===== src/rtl/jk_register_bank_if.sv =====
// Signal bundle for jk_register_bank: control/data inputs and the register state with its change monitors.
interface jk_register_bank_if #(
  parameter int WIDTH     = 8,
  parameter int CNT_WIDTH = 16
);
  logic                 en;
  logic                 sclr;
  logic                 load;
  logic [WIDTH-1:0]     d;
  logic [WIDTH-1:0]     j;
  logic [WIDTH-1:0]     k;
  logic                 cnt_clr;
  logic [WIDTH-1:0]     q;
  logic [WIDTH-1:0]     q_bar;
  logic [WIDTH-1:0]     rise;
  logic [WIDTH-1:0]     fall;
  logic                 changed;
  logic [CNT_WIDTH-1:0] change_cnt;

  modport master (
    output en, sclr, load, d, j, k, cnt_clr,
    input  q, q_bar, rise, fall, changed, change_cnt
  );

  modport slave (
    input  en, sclr, load, d, j, k, cnt_clr,
    output q, q_bar, rise, fall, changed, change_cnt
  );
endinterface


===== src/rtl/jk_register_bank.sv =====
// Bank of independent JK flip-flops with shared enable/clear/load and registered
// per-bit rise/fall flags, an any-change flag and a saturating change counter.
module jk_register_bank #(
  parameter int               WIDTH       = 8,
  parameter logic [WIDTH-1:0] RESET_VALUE = {WIDTH{1'b0}},
  parameter int               CNT_WIDTH   = 16
) (
  input logic               clk,
  input logic               reset,
  jk_register_bank_if.slave bus
);

  // JK characteristic equation applied bitwise: Q+ = J & ~Q | ~K & Q
  function automatic logic [WIDTH-1:0] jk_next(
    input logic [WIDTH-1:0] cur,
    input logic [WIDTH-1:0] jv,
    input logic [WIDTH-1:0] kv
  );
    return (jv & ~cur) | (~kv & cur);
  endfunction

  function automatic logic [CNT_WIDTH-1:0] sat_inc(input logic [CNT_WIDTH-1:0] v);
    return (&v) ? v : v + 1'b1;
  endfunction

  logic [WIDTH-1:0]     q_p1;
  logic [WIDTH-1:0]     rise_p1;
  logic [WIDTH-1:0]     fall_p1;
  logic                 changed_p1;
  logic [CNT_WIDTH-1:0] cnt_p1;

  logic [WIDTH-1:0]     q_next;
  logic [WIDTH-1:0]     rise_next;
  logic [WIDTH-1:0]     fall_next;
  logic                 changed_next;
  logic [CNT_WIDTH-1:0] cnt_next;

  // ---- stage p0: next-state selection and change detection ----
  always_comb begin
    q_next = q_p1;
    if (bus.sclr)
      q_next = RESET_VALUE;
    else if (bus.load)
      q_next = bus.d;
    else if (bus.en)
      q_next = jk_next(q_p1, bus.j, bus.k);

    rise_next    = q_next & ~q_p1;
    fall_next    = ~q_next & q_p1;
    changed_next = |(rise_next | fall_next);

    cnt_next = cnt_p1;
    if (bus.cnt_clr)
      cnt_next = '0;
    else if (changed_next)
      cnt_next = sat_inc(cnt_p1);
  end

  // ---- stage p1: state and monitor registers ----
  always_ff @(posedge clk or posedge reset) begin
    if (reset) begin
      q_p1       <= RESET_VALUE;
      rise_p1    <= '0;
      fall_p1    <= '0;
      changed_p1 <= 1'b0;
      cnt_p1     <= '0;
    end else begin
      q_p1       <= q_next;
      rise_p1    <= rise_next;
      fall_p1    <= fall_next;
      changed_p1 <= changed_next;
      cnt_p1     <= cnt_next;
    end
  end

  assign bus.q          = q_p1;
  assign bus.q_bar      = ~q_p1;
  assign bus.rise       = rise_p1;
  assign bus.fall       = fall_p1;
  assign bus.changed    = changed_p1;
  assign bus.change_cnt = cnt_p1;

endmodule


===== src/flat_wrapper.sv =====
// flat-port wrapper written by rule: the top's interface ports become plain ports
module jk_register_bank_flat 
#(
  parameter int               WIDTH       = 8,
  parameter logic [WIDTH-1:0] RESET_VALUE = {WIDTH{1'b0}},
  parameter int               CNT_WIDTH   = 16
)
  (clk, reset, bus_en, bus_sclr, bus_load, bus_d, bus_j, bus_k, bus_cnt_clr, bus_q, bus_q_bar, bus_rise, bus_fall, bus_changed, bus_change_cnt);
  jk_register_bank_if #(.WIDTH(WIDTH), .CNT_WIDTH(CNT_WIDTH)) bus_i ();
  input logic clk;
  input logic reset;
  input wire logic [$bits(bus_i.en)-1:0] bus_en;
  input wire logic [$bits(bus_i.sclr)-1:0] bus_sclr;
  input wire logic [$bits(bus_i.load)-1:0] bus_load;
  input wire logic [$bits(bus_i.d)-1:0] bus_d;
  input wire logic [$bits(bus_i.j)-1:0] bus_j;
  input wire logic [$bits(bus_i.k)-1:0] bus_k;
  input wire logic [$bits(bus_i.cnt_clr)-1:0] bus_cnt_clr;
  output wire logic [$bits(bus_i.q)-1:0] bus_q;
  output wire logic [$bits(bus_i.q_bar)-1:0] bus_q_bar;
  output wire logic [$bits(bus_i.rise)-1:0] bus_rise;
  output wire logic [$bits(bus_i.fall)-1:0] bus_fall;
  output wire logic [$bits(bus_i.changed)-1:0] bus_changed;
  output wire logic [$bits(bus_i.change_cnt)-1:0] bus_change_cnt;
  assign bus_i.en = bus_en;
  assign bus_i.sclr = bus_sclr;
  assign bus_i.load = bus_load;
  assign bus_i.d = bus_d;
  assign bus_i.j = bus_j;
  assign bus_i.k = bus_k;
  assign bus_i.cnt_clr = bus_cnt_clr;
  assign bus_q = bus_i.q;
  assign bus_q_bar = bus_i.q_bar;
  assign bus_rise = bus_i.rise;
  assign bus_fall = bus_i.fall;
  assign bus_changed = bus_i.changed;
  assign bus_change_cnt = bus_i.change_cnt;
  jk_register_bank #(.WIDTH(WIDTH), .RESET_VALUE(RESET_VALUE), .CNT_WIDTH(CNT_WIDTH)) u_core (.clk(clk), .reset(reset), .bus(bus_i));
endmodule

===== config.mk =====
export PLATFORM = sky130hd
export DESIGN_NAME = jk_register_bank_flat
export DESIGN_NICKNAME = d
export VERILOG_FILES = /design/src/rtl/jk_register_bank_if.sv /design/src/rtl/jk_register_bank.sv /design/src/flat_wrapper.sv
export SDC_FILE = /design/constraint.sdc
export NUM_CORES = 1
export LEC_CHECK = 0
export ABC_AREA = 1
export BUFFER_PORTS_ARGS = -buffer_cell sky130_fd_sc_hd__buf_2
export CAP_MARGIN = 5
export CELL_PAD_IN_SITES_DETAIL_PLACEMENT = 1
export CELL_PAD_IN_SITES_GLOBAL_PLACEMENT = 1
export CORE_ASPECT_RATIO = 1.2
export CORE_MARGIN = 2
export CORE_UTILIZATION = 37
export DETAILED_ROUTE_END_ITERATION = 7
export PLACE_DENSITY_LB_ADDON = 0.1
export SLEW_MARGIN = 25
export SYNTH_ARGS = -nofsm -noshare
export SYNTH_HDL_FRONTEND = slang
export SYNTH_SLANG_ARGS = --single-unit

===== constraint.sdc =====
create_clock -name clk -period 2.45 [get_ports clk]
set_input_delay 0.3675 -clock clk [delete_from_list [all_inputs] [get_ports clk]]
set_output_delay 0.3675 -clock clk [all_outputs]
set_load 0.1 [all_outputs]

# ---- Yosys cells after proc, flatten, opt, wreduce, memory -nomap -nowiden
# Index checks and enable logic that the tools add are counted.
dict set report classes {
  bitwise 9
  n_addsub 1
  n_eq_ne 1
  n_mux 6
  n_reduce_logical 4
}
# operator count
set op_table {}
lappend op_table {{2-to-1 mux 16 bit} 3}
lappend op_table {{AND 8 bit} 4}
lappend op_table {{2-to-1 mux 8 bit} 3}
lappend op_table {{NOT 8 bit} 3}
lappend op_table {{adder 16 x 1 -> 16 bit, second input constant} 1}
lappend op_table {{OR 8 bit} 2}
lappend op_table {{AND reduction 16 bit} 1}
lappend op_table {{OR reduction 8 bit} 1}
lappend op_table {{!= test 2 bit, second input constant} 1}
lappend op_table {{AND reduction 2 bit} 1}
lappend op_table {{nonzero test 2 bit} 1}
dict set report word_totals {
  regBits 41
  output_inout_bits 49
}

# ---- Depth between registers and ports, before layout
# Gate-level depths: netlist of run 1.
dict set report depth {
  depth_word 12
  depth_mapped 14
}

# ---- Least setup slack after synthesis of run 1
# OpenSTA, ideal clock, no wires.
dict set report synth_path {
  kind {reg2reg}
  from {register u_core.q_p1[4] (netlist: u_core.bus.q[4])}
  to {register u_core.cnt_p1[13] (netlist: u_core.bus.change_cnt[13])}
  required_time_ps 2328
  stages_incl_launch_ff 13
  arrival_time_ps 3112
  setup_time_ps 122
  synth_period_minus_slack_ps 3234
  setup_slack_ps -784
  path_cell_list {dfrtp_1 inv_1 a21oi_1 a211oi_1 nor3_1 ha_1 nand4_1 nor2_1 nand2_1 nand2_8 buf_12 nand2_2 o21ai_2}
}
dict set report synth_via {
  elab_chain_len 12
  word_cells_on_any_way 14
  cone_classes {3 x mux; 8 x bitwise; 3 x reduce/logical}
}
# element line_no
set synth_lines {}
lappend synth_lines {{from (decl)} jk_register_bank.sv:26} ;# logic [WIDTH-1:0] q_p1;
lappend synth_lines {{from (signal assigned)} jk_register_bank.sv:68} ;# q_p1 <= q_next;
lappend synth_lines {{NOT 8 bit (*)} n/a}
lappend synth_lines {{via bus_q_bar[4]} flat_wrapper.sv:20} ;# output wire logic [$bits(bus_i.q_bar)-1:0] bus_q_bar;
lappend synth_lines {{AND 8 bit (*)} jk_register_bank.sv:19} ;# return (jv & ~cur) | (~kv & cur);
lappend synth_lines {{OR 8 bit (*)} jk_register_bank.sv:19}
lappend synth_lines {{2-to-1 mux 8 bit (*)} jk_register_bank.sv:45} ;# else if (bus.en)
lappend synth_lines {{2-to-1 mux 8 bit (*)} jk_register_bank.sv:43} ;# else if (bus.load)
lappend synth_lines {{2-to-1 mux 8 bit (*)} jk_register_bank.sv:41} ;# if (bus.sclr)
lappend synth_lines {{via u_core.q_next[4]} jk_register_bank.sv:32} ;# logic [WIDTH-1:0] q_next;
lappend synth_lines {{NOT 8 bit} jk_register_bank.sv:49} ;# fall_next = ~q_next & q_p1;
lappend synth_lines {{AND 8 bit} jk_register_bank.sv:49}
lappend synth_lines {{OR 8 bit (*)} jk_register_bank.sv:50} ;# changed_next = |(rise_next | fall_next);
lappend synth_lines {{OR reduction 8 bit (*)} jk_register_bank.sv:50}
lappend synth_lines {{nonzero test 2 bit (no source line) (*)} n/a}
lappend synth_lines {{AND reduction 2 bit (no source line) (*)} n/a}
lappend synth_lines {{to (signal assigned)} jk_register_bank.sv:72} ;# cnt_p1 <= cnt_next;
lappend synth_lines {{to (decl)} jk_register_bank.sv:30} ;# logic [CNT_WIDTH-1:0] cnt_p1;
# The timed path passes the listed nets; every way through them passes the cells marked *.
# A chain may end at the register's enable or synchronous reset.

# ---- Worst setup path after layout of run 1
dict set report layout_path {
  from {register u_core.q_p1[5] (netlist: u_core.bus.q[5])}
  to {register u_core.cnt_p1[5] (netlist: u_core.bus.change_cnt[5])}
}
dict set report layout_via {
  elab_chain_len 12
  word_cells_on_any_way 14
  cone_classes {3 x mux; 8 x bitwise; 3 x reduce/logical}
}
# element line_no
set layout_lines {}
lappend layout_lines {{NOT 8 bit} jk_register_bank.sv:19}
lappend layout_lines {{AND 8 bit} jk_register_bank.sv:19}
lappend layout_lines {{OR 8 bit} jk_register_bank.sv:19}
lappend layout_lines {{2-to-1 mux 8 bit (*)} jk_register_bank.sv:45}
lappend layout_lines {{2-to-1 mux 8 bit (*)} jk_register_bank.sv:43}
lappend layout_lines {{2-to-1 mux 8 bit (*)} jk_register_bank.sv:41}
lappend layout_lines {{via u_core.q_next[5]} jk_register_bank.sv:32}
lappend layout_lines {{NOT 8 bit} jk_register_bank.sv:49}
lappend layout_lines {{AND 8 bit} jk_register_bank.sv:49}
lappend layout_lines {{OR 8 bit (*)} jk_register_bank.sv:50}
lappend layout_lines {{OR reduction 8 bit (*)} jk_register_bank.sv:50}
lappend layout_lines {{nonzero test 2 bit (no source line) (*)} n/a}
lappend layout_lines {{AND reduction 2 bit (no source line) (*)} n/a}
# Marks and branches as above.

==> summary.md, run 1 <==
| Metric | Value |
|---|---|
| Register Area | 1056 um2 |
| Most numerous cell in the Yosys netlist | dfrtp_1 |
| Final Cell Area | 2950 um2 |
| Post-CTS Setup Bufs | 0 |
| Crit path kind | flop to flop |
| Slew margin rel. | 0.6364 |
| Outcome | finished clean |
| Final WL | 6001 um |
| Antenna-violating nets left | 0 |
| Worst setup path end | u_core.bus.change_cnt[5]$_DFFE_PP0P_ |
| DRT iter0 DRCs | 76 |
| YS warnings | 0 |
| Fin cells | 426 |
| NumNets Final | 390 |
| Final Hold Vio Count | 0 |
| Dominant cell type by area after synthesis | dfrtp_1 |
| Initial Util | 0.3825 |
| Router iterations before antenna repair | 4 |
| Minimum clock period | 2.120 ns |
| Clk_lat worst skew | 0.30 ns |
| CP endpoint kind | flop |
| Overall power | 1.754 mW |
| Max-cap violations | 0 |
| Worst-Margin Slew | 0.5453 ns |
| HPWL Detailed | 4747 um |
| Site Rows | 31 |
| Share of the synthesized area in the top cell type | 0.4432 |
| DIE AREA | 6908 um2 |
| Area occupied by multi-input gates | 1112 um2 |
| Total GRT Usage | 0.1874 |
| Maximum clock rate | 471.7 MHz |
| CTS H-Tree Depth | 2 |
| Cell Pwr Density | 594.5 nW/um2 |
| Total core area | 6051 um2 |
| Post-CTS Hold Buffers | 0 |
| Top post-synthesis cells by area | dfrtp_1 44%, ha_1 9.2%, nand2_1 6.5% |
| Max Transition Viols Final | 0 |
| Async SR Flop Fraction | 1.000 |
| Leakage | 1.472 nW |
| Routability cong. | 0.7592 |
| Die Wd | 76.21 um |
| Post-synth EDFFs | 0 |
| Clock-pin slew on the worst setup and hold paths | 0.08 ns |
| IO buf count | 78 |
| CTS buffer count | 5 |
| Worst r2r dst | u_core.bus.change_cnt[5]$_DFFE_PP0P_ |
| Worst-case clock buffer depth | 2 |
| Die Ht | 90.65 um |
| Worst Setup SP | u_core.bus.q[5]$_DFF_PP0_ |
| Worst r2r src | u_core.bus.q[5]$_DFF_PP0_ |
| Final worst slack | 0.3301 ns |
| CTS tree | yes |
| First-pass GRT wire length | 10400 um |
| Setup-failing EPs final | 0 |
| Crit path max fanout | 32 |
| Crit path DAT | 2.30 ns |
| Post-route clock period utilization | 0.8653 |
| Worst R2R Path Depth | 11 |
| VDD IR max | 0.3236 mV |
| Sequential share of the synthesized area | 0.4432 |
| Vias in the first global route | 2118 |
| Largest net degree at the start of global routing | 42 |
| Area Overhead vs Synth | 27.46% |
| Synthesized area per cell | 8.972 um2 |
| DR WL/cell | 14.09 um |
| Top FF cell, synth | dfrtp_1 |
| R2r setup slk | 0.33 ns |
| Post-synth net total | 305 |
| Clk_skew | 0.005113 ns |
| #FFs+latches synth | 41 |
| # diodes | 0 |
| Post-CTS sizing | 0 |
| Clock sink count | 41 |
| Initial antenna violation count | 0 |
| Post-synthesis instance area | 2315 um2 |
| Grt total ovfl | 0 |
| Hold Slack | 0.1928 ns |
| Fillcell total | 767 |
| Share of cells above drive strength 1 | 0.4360 |
| Placed instance count | 418 |
| Synth cell count leaders | 41 x dfrtp_1, 40 x nand2_1, 31 x inv_1 |
| Io pins | 79 |
| DR vias/cell | 4.824 |
| Setup slack at placement | 0.1427 ns |
| Mapped Cells | 258 |
| Post-DP Area | 2868 um2 |
| Unrepaired setup endpoints after global routing | no |
| Remaining routing DRC violations | 0 |
| Synth cell types | 27 |
| Clock root cell | clkbuf_8 |
| WP data required | 2.63 ns |
| Setup crit start kind | flop |
| Hold Crit Class | input port to async pin |
| Via Count | 2055 |
==> stage by stage <==
stage,utilization,TNS [ns]
final,0.4876,0
after global routing,0.4876,0
after global placement,0.4739,0
after detailed placement,0.4739,0
after floorplan,-,-3.658
after CTS,0.4876,0
==> kinds of logic after synthesis <==
logic type      count (synthesis)  share of synthesized area
flops                          41                     0.4432
fa+ha+maj                      17                    0.09189
compound gates                 38                     0.1189
buf+inv                        40                    0.08486
xor+xnor                        3                    0.01135
simple gates                  119                     0.2497
==> routing by layer <==
metal | track usage | up-vias | wire length [um]
met5 | 0 | - | 0
met4 | 0.06061 | 0 | 65
met3 | 0.04700 | 6 | 355
met2 | 0.3392 | 61 | 3136
met1 | 0.2146 | 977 | 2444
li1 | - | 1011 | -
==> worst min path at each step <==
| stage | start | end | slack (ns) | cells past startpoint |
|---|---|---|---|---|
| final | reset | u_core.bus.q[7]$_DFF_PP0_ | 0.19 | 3 |
| after global routing | reset | u_core.bus.q[7]$_DFF_PP0_ | 0.27 | 3 |
| after CTS | reset | u_core.bus.q[7]$_DFF_PP0_ | 0.21 | 3 |
| after detailed placement | reset | u_core.bus.q[7]$_DFF_PP0_ | 0.54 | 3 |
| after global placement | reset | u_core.bus.fall[7]$_DFF_PP0_ | 0.53 | 3 |
| after floorplan | bus_cnt_clr | u_core.bus.change_cnt[4]$_DFFE_PP0P_ | 0.55 | 2 |
==> state kept, by name, summed over array words and instances, names as in the netlist <==
| signal | cells |
|---|---|
| u_core.bus.change_cnt | 16 |
| u_core.bus.fall | 8 |
| u_core.bus.changed | 1 |
| u_core.bus.rise | 8 |
| u_core.bus.q | 8 |
==> cell usage in the layout (no fill, tap or decap) <==
cell type,Yosys,routed
buf_2,2,78
nand2_1,40,38
dfrtp_1,41,33
nor2_1,26,26
inv_1,31,23
nand3_1,20,20
ha_1,17,17
o21ai_2,16,16
nand2_2,8,10
clkinvlp_4,0,8
dfrtp_4,0,8
nand4_1,7,7
nor3_1,7,7
buf_4,0,7
a211oi_1,6,6
or2_2,5,5
a21oi_1,9,5
clkbuf_8,0,5
a21oi_2,0,4
o21bai_1,4,4
xor2_1,3,3
o21ai_0,3,3
nor2_4,2,2
clkinv_2,0,2
nand3_2,1,1
inv_2,1,1
nand2_4,1,1
nor2_2,1,1
nand2_8,1,1
clkinv_1,1,1
clkbuf_1,2,1
==> power breakdown <==
group	internal [mW]	leakage, nW	switching (mW)	total [mW]
sequential	0.717	0.532	0.0314	0.749
clock	0.198	0.0450	0.245	0.443
combinational	0.102	0.895	0.460	0.562
==> worst max-delay path: stages, from the launching register on <==
cell and delay [ns]:
dfrtp_4 0.46, clkinvlp_4 0.11, a21oi_1 0.12, a211oi_1 0.05
nor3_1 0.30, ha_1 0.32, nand4_1 0.10, nor2_1 0.06
nand2_2 0.10, nand2_8 0.19, nand2_1 0.13, o21ai_2 0.06
==> final cells by class <==
class | instances | area share
inverters | 33 | 0.05216
repair buffers | 85 | 0.1501
clock buffers | 6 | 0.02460
well taps | 82 | 0.03478
flip-flops and latches | 41 | 0.3579
clock inverters | 2 | 0.003393
multi-input cells | 177 | 0.3770
Note: power is estimated with default switching activity, not from simulation.
==> run 2, diff against run 1 <==
- clock period: 2.45 -> 2.1 ns (I/O delays scaled with it)
==> run 2 against run 1 <==
Against the previous run: register-to-register slack worse by 0.32 ns; sequential share of layout area shrank 3.3 points; core utilization increased by 5.0 points; critical endpoint is now u_core.bus.change_cnt[2]$_DFFE_PP0P_; final cell count is 4.9% higher; global-route usage rose by 1.9 points; first-iteration DRC count shrank 51%; critical path type unchanged; wire length up 14%; critical path depth shrank 1; sequential power grew 17%; die area stayed put; fmax is 1.5% higher.
==> summary.md, run 2 (synthesis gave the netlist of run 1 again) <==
| Metric | Value |
|---|---|
| Outcome | finished clean |
| Worst-path cell chain | nor2_1 > a211oi_2 > nor3_1 > ha_1 > nand4_1 > nor2_2 > nand2_4 > nand2_8 > nand2_2 > o21ai_2 |
| Commonest non-fill, non-tap cell in the layout | buf_2 |
| Hold Crit Class | input port to async pin |
| Crit path kind | flop to flop |
| Setup crit start kind | flop |
| Io pins | 79 |
| R2r setup slk | 0.01 ns |
| Fin cells | 447 |
| Initial Util | 0.3825 |
| Largest register FFs | 16 |
| Worst R2R Path Depth | 10 |
| Remaining routing DRC violations | 0 |
| NumNets Final | 411 |
| IO buf count | 78 |
| HPWL Detailed | 4900 um |
| Hold Slack | 0.1652 ns |
| Maximum clock rate | 478.8 MHz |
| CTS buffer count | 5 |
| Placed instance count | 432 |
| Via Count | 2173 |
| Worst stage delay on the critical path | 0.51 ns |
| Final WL | 6816 um |
| DR WL/cell | 15.25 um |
| Largest net degree at the start of global routing | 42 |
| Setup-failing EPs final | 0 |
| VDD IR max | 0.3628 mV |
| Crit path max fanout | 8 |
| Site Rows | 31 |
| Minimum clock period | 2.089 ns |
| Initial antenna violation count | 0 |
| Max Transition Viols Final | 0 |
| Commonest cells after routing, fill and taps aside | 78 x buf_2, 35 x nand2_1, 33 x dfrtp_1, 25 x nor2_1, 25 x buf_4 |
| DRT iter0 DRCs | 37 |
| Leakage | 1.632 nW |
| Max-cap violations | 0 |
| Crit path DAT | 2.27 ns |
| Clock root cell | clkbuf_8 |
| Vias in the first global route | 2382 |
| Router iterations before antenna repair | 5 |
| Area Overhead vs Synth | 40.54% |
| Routability cong. | 0.7076 |
| Fillcell total | 758 |
| Share of cells above drive strength 1 | 0.5041 |
| Die Wd | 76.21 um |
| Final Hold Vio Count | 0 |
| CTS H-Tree Depth | 2 |
| Clock sink count | 41 |
| Worst-case clock buffer depth | 2 |
| CP endpoint kind | flop |
| Fin util | 0.5376 |
| Worst-Margin Slew | 0.5417 ns |
| CTS tree | yes |
| Worst r2r dst | u_core.bus.change_cnt[2]$_DFFE_PP0P_ |
| # diodes | 0 |
| Clock-pin slew on the worst setup and hold paths | 0.08 ns |
| DR vias/cell | 4.861 |
| Unrepaired setup endpoints after global routing | yes |
| Antenna-violating nets left | 0 |
| DIE AREA | 6908 um2 |
| Clk_skew | 0.01113 ns |
| Slew margin rel. | 0.6388 |
| Die Ht | 90.65 um |
| First-pass GRT wire length | 11550 um |
| Total GRT Usage | 0.2067 |
| Cell Pwr Density | 696.3 nW/um2 |
| Clk_lat worst skew | 0.29 ns |
| Max stage delay cell, worst path | dfrtp_4 |
| WP data required | 2.28 ns |
| Total core area | 6051 um2 |
| Worst r2r src | u_core.bus.q[0]$_DFF_PP0_ |
| Grt total ovfl | 0 |
| Post-route clock period utilization | 0.9946 |
run 2: worst max-delay path by stage:
stage	start	endpoint	depth (start not counted)
after floorplan	u_core.bus.q[4]$_DFF_PP0_	u_core.bus.change_cnt[13]$_DFFE_PP0P_	12
after global placement	bus_en	u_core.bus.change_cnt[11]$_DFFE_PP0P_	13
after detailed placement	bus_en	u_core.bus.change_cnt[7]$_DFFE_PP0P_	14
after CTS	u_core.bus.q[4]$_DFF_PP0_	u_core.bus.change_cnt[4]$_DFFE_PP0P_	11
after global routing	u_core.bus.q[0]$_DFF_PP0_	u_core.bus.change_cnt[2]$_DFFE_PP0P_	10
final	u_core.bus.q[0]$_DFF_PP0_	u_core.bus.change_cnt[2]$_DFFE_PP0P_	10
run 2: area by class of cell:
cell class	instances	area [um2]	share of cell area
clock inverter	1	30.03	0.009231
clock buffer	7	86.33	0.02654
sequential	41	1056	0.3246
inverter	33	153.9	0.04731
timing repair buffer	103	578.1	0.1777
tap	82	102.6	0.03154
multi-input combinational	180	1246	0.3831
run 2: through the flow:
stage                     power (mW)  setup WS [ns]  cell area, um2  TNS (ns)
after floorplan                1.415        -0.5803            2397    -9.464
after global placement         1.584       -0.05840            2975   -0.7799
after detailed placement       1.591       -0.06398            2975   -0.6559
after CTS                      2.264       0.009312            3112         0
after global routing           2.367        -0.1250            3253    -1.738
final                          2.265        0.01125            3253         0
run 2: where the power goes:
part / switching [mW] / internal, mW / total, mW
clock network: 0.279 / 0.388 / 0.667
registers: 0.0364 / 0.837 / 0.873
logic: 0.562 / 0.163 / 0.725
run 2: per-layer routing:
metal / global-route usage / part of all wire
met5: 0 / 0
met4: 0.04697 / 0.011
met3: 0.05200 / 0.059
met2: 0.3768 / 0.53
met1: 0.2428 / 0.40
run 2: critical path, delay by kind of cell, from the launching register on:
kind,cells,cell delay (ns)
simple gates,7,1.01
flops,1,0.51
fa+ha+maj,1,0.31
compound gates,2,0.14
run 2: timing repair:
action,CTS,global route
setup endpoints to repair,1,16
pin swaps,1,10
hold buffers,0,0
gates resized for setup,1,17
cloned,1,2
buffers inserted,0,4
==> run 3, diff against run 2 <==
- CORE_UTILIZATION: 37 -> 35
- clock period: 2.1 -> 2.2 ns (I/O delays scaled with it)
==> run 3 against run 2 <==
Against the previous run: final cell count down 1.6%; core utilization shrank 5.2 points; non-clock buffer count is 10 lower; sequential share of layout area is 1.5 points higher; register-to-register slack improved by 0.13 ns; clock power decreased by 25%.
==> summary.md, run 3 (synthesis gave the netlist of run 1 again) <==
| Metric | Value |
|---|---|
| Antenna-violating nets left | 0 |
| Clock sink count | 41 |
| Clock share of power | 0.250 |
| CTS H-Tree Depth | 2 |
| Max stage delay cell, worst path | dfrtp_4 |
| Routability cong. | 0.7425 |
| Die Ht | 93.09 um |
| Worst r2r dst | u_core.bus.change_cnt[5]$_DFFE_PP0P_ |
| Die Wd | 78.24 um |
| Share of cells above drive strength 1 | 0.4704 |
| Final worst slack | 0.1420 ns |
| Area Overhead vs Synth | 34.38% |
| Setup-failing EPs final | 0 |
| Met1 usage | 0.2117 |
| HPWL Detailed | 4927 um |
| GR Layer Usage met3 | 0.04247 |
| Clk_skew | 0.01223 ns |
| Placed instance count | 429 |
| Worst Setup SP | u_core.bus.q[4]$_DFF_PP0_ |
| Hold Slack | 0.1005 ns |
| Setup crit start kind | flop |
| Worst setup path end | u_core.bus.change_cnt[5]$_DFFE_PP0P_ |
| Slew margin rel. | 0.5893 |
| Sequential fraction of design power | 0.418 |
| Cell Pwr Density | 640.4 nW/um2 |
| Commonest non-fill, non-tap cell in the layout | buf_2 |
| Clock root cell | clkbuf_8 |
| Unrepaired setup endpoints after global routing | no |
| Router iterations before antenna repair | 4 |
| Io pins | 79 |
| Post-CTS Hold Buffers | 0 |
| Site Rows | 32 |
| Worst r2r src | u_core.bus.q[4]$_DFF_PP0_ |
| Worst-case clock buffer depth | 2 |
| Maximum clock rate | 485.9 MHz |
| Buf+Inv Stages, Crit Path | 1 |
| P_sw | 835.7 uW |
| Setup slack at placement | -0.02368 ns |
| VDD IR max | 0.3427 mV |
| Critical path depth in cells | 11 |
| Outcome | finished clean |
| Initial Util | 0.3613 |
| DIE AREA | 7283 um2 |
| Final Cell Area | 3110 um2 |
| IO buf count | 78 |
| Combinational group share of total power | 0.332 |
| DRT iter0 DRCs | 69 |
| M2 GR Usage | 0.3355 |
| Post-DP Area | 2934 um2 |
| Largest net degree at the start of global routing | 33 |
| Total core area | 6406 um2 |
| Crit path DAT | 2.28 ns |
| Worst-path cell chain | clkinvlp_4 > a21oi_2 > a211oi_1 > nor3_2 > ha_1 > nand4_1 > nor2_2 > nand2_4 > nand2_8 > nand2_1 > o21ai_2 |
| # diodes | 0 |
| Commonest cells after routing, fill and taps aside | 78 x buf_2, 38 x nand2_1, 33 x dfrtp_1, 25 x nor2_1, 22 x inv_1 |
| Worst-Margin Slew | 0.6152 ns |
| Crit path max fanout | 8 |
| Worst stage delay on the critical path | 0.51 ns |
| CP endpoint kind | flop |
| First-pass GRT wire length | 10440 um |
| Switching Share | 0.4195 |
| WP data required | 2.42 ns |
| Initial antenna violation count | 0 |
| Hold Crit Class | input port to async pin |
| Worst R2R Path Depth | 11 |
| Max-cap violations | 0 |
| DR WL/cell | 14.82 um |
| Via Count | 2116 |
| NumNets Final | 401 |
| Pint | 1.156 mW |
| R2r setup slk | 0.14 ns |
| DR vias/cell | 4.809 |
| Largest register FFs | 16 |
| Worst path top cell family by delay | simple AND/OR/NAND/NOR gates |
| Minimum clock period | 2.058 ns |
| Grt total ovfl | 0 |
| Leakage | 1.548 nW |
| Max Transition Viols Final | 0 |
| CTS tree | yes |
| Post-route clock period utilization | 0.9355 |
| GR peak layer | met2 |
| Overall power | 1.992 mW |
| Clock-pin slew on the worst setup and hold paths | 0.09 ns |
| Final WL | 6522 um |
| Remaining routing DRC violations | 0 |
| Clk_lat worst skew | 0.30 ns |
| Total GRT Usage | 0.1837 |
| CTS buffer count | 5 |
| Final Hold Vio Count | 0 |
| Vias in the first global route | 2205 |
| Fillcell total | 791 |
| Crit path kind | flop to flop |
| Fin cells | 440 |
==> run 3: stage by stage <==
step | TNS [ns] | utilization
2_1_floorplan | -7.764 | -
3_3_place_gp | 0 | 0.4580
3_5_place_dp | -0.1513 | 0.4580
4_1_cts | 0 | 0.4711
5_1_grt | 0 | 0.4855
6_report | 0 | 0.4855
==> run 3: what timing repair did <==
action	4_1_cts	5_1_grt
endpoints found under the hold margin	0	0
setup buffers	0	0
resized for setup	0	10
setup endpoints to repair	0	16
==> run 3: layout make-up <==
cell class              count  area (um2)  share of cell area
flip-flops and latches     41        1056              0.3395
well taps                  85       106.4             0.03419
clock inverters             1       7.507            0.002414
clock buffers               7       76.32             0.02454
repair buffers             93       503.0              0.1617
inverters                  33       153.9             0.04948
multi-input cells         180        1207              0.3882
==> run 3: layer usage <==
metal,up-vias,part of all wire
li1,1031,-
met3,7,0.050
met4,0,0.016
met2,56,0.52
met5,-,0
met1,1022,0.42
==> run 3: power groups by stage <==
stage / registers [mW] / clock network [mW] / logic [mW]
after floorplan: 1.14 / 0 / 0.213
after global placement: 0.850 / 0 / 0.648
after detailed placement: 0.849 / 0 / 0.656
after CTS: 0.834 / 0.515 / 0.657
after global routing: 0.841 / 0.543 / 0.696
final: 0.833 / 0.498 / 0.661
==> run 3: worst reg2reg max path, cell delays in order (launching register included) <==
cell and delay, ns:
dfrtp_4 0.51, clkinvlp_4 0.10, a21oi_2 0.03, a211oi_1 0.22, nor3_2 0.09, ha_1 0.32
nand4_1 0.10, nor2_2 0.15, nand2_4 0.17, nand2_8 0.15, nand2_1 0.08, o21ai_2 0.05
==> run 3: how the worst min path moves through the flow <==
stage	slack, ns	end	cells after the start
3_5_place_dp	0.51	u_core.bus.fall[0]$_DFF_PP0_	2
6_report	0.10	u_core.bus.changed$_DFF_PP0_	2
5_1_grt	0.14	u_core.bus.fall[0]$_DFF_PP0_	2
2_1_floorplan	0.51	u_core.bus.change_cnt[4]$_DFFE_PP0P_	2
3_3_place_gp	0.49	u_core.bus.fall[7]$_DFF_PP0_	2
4_1_cts	0.17	u_core.bus.changed$_DFF_PP0_	2
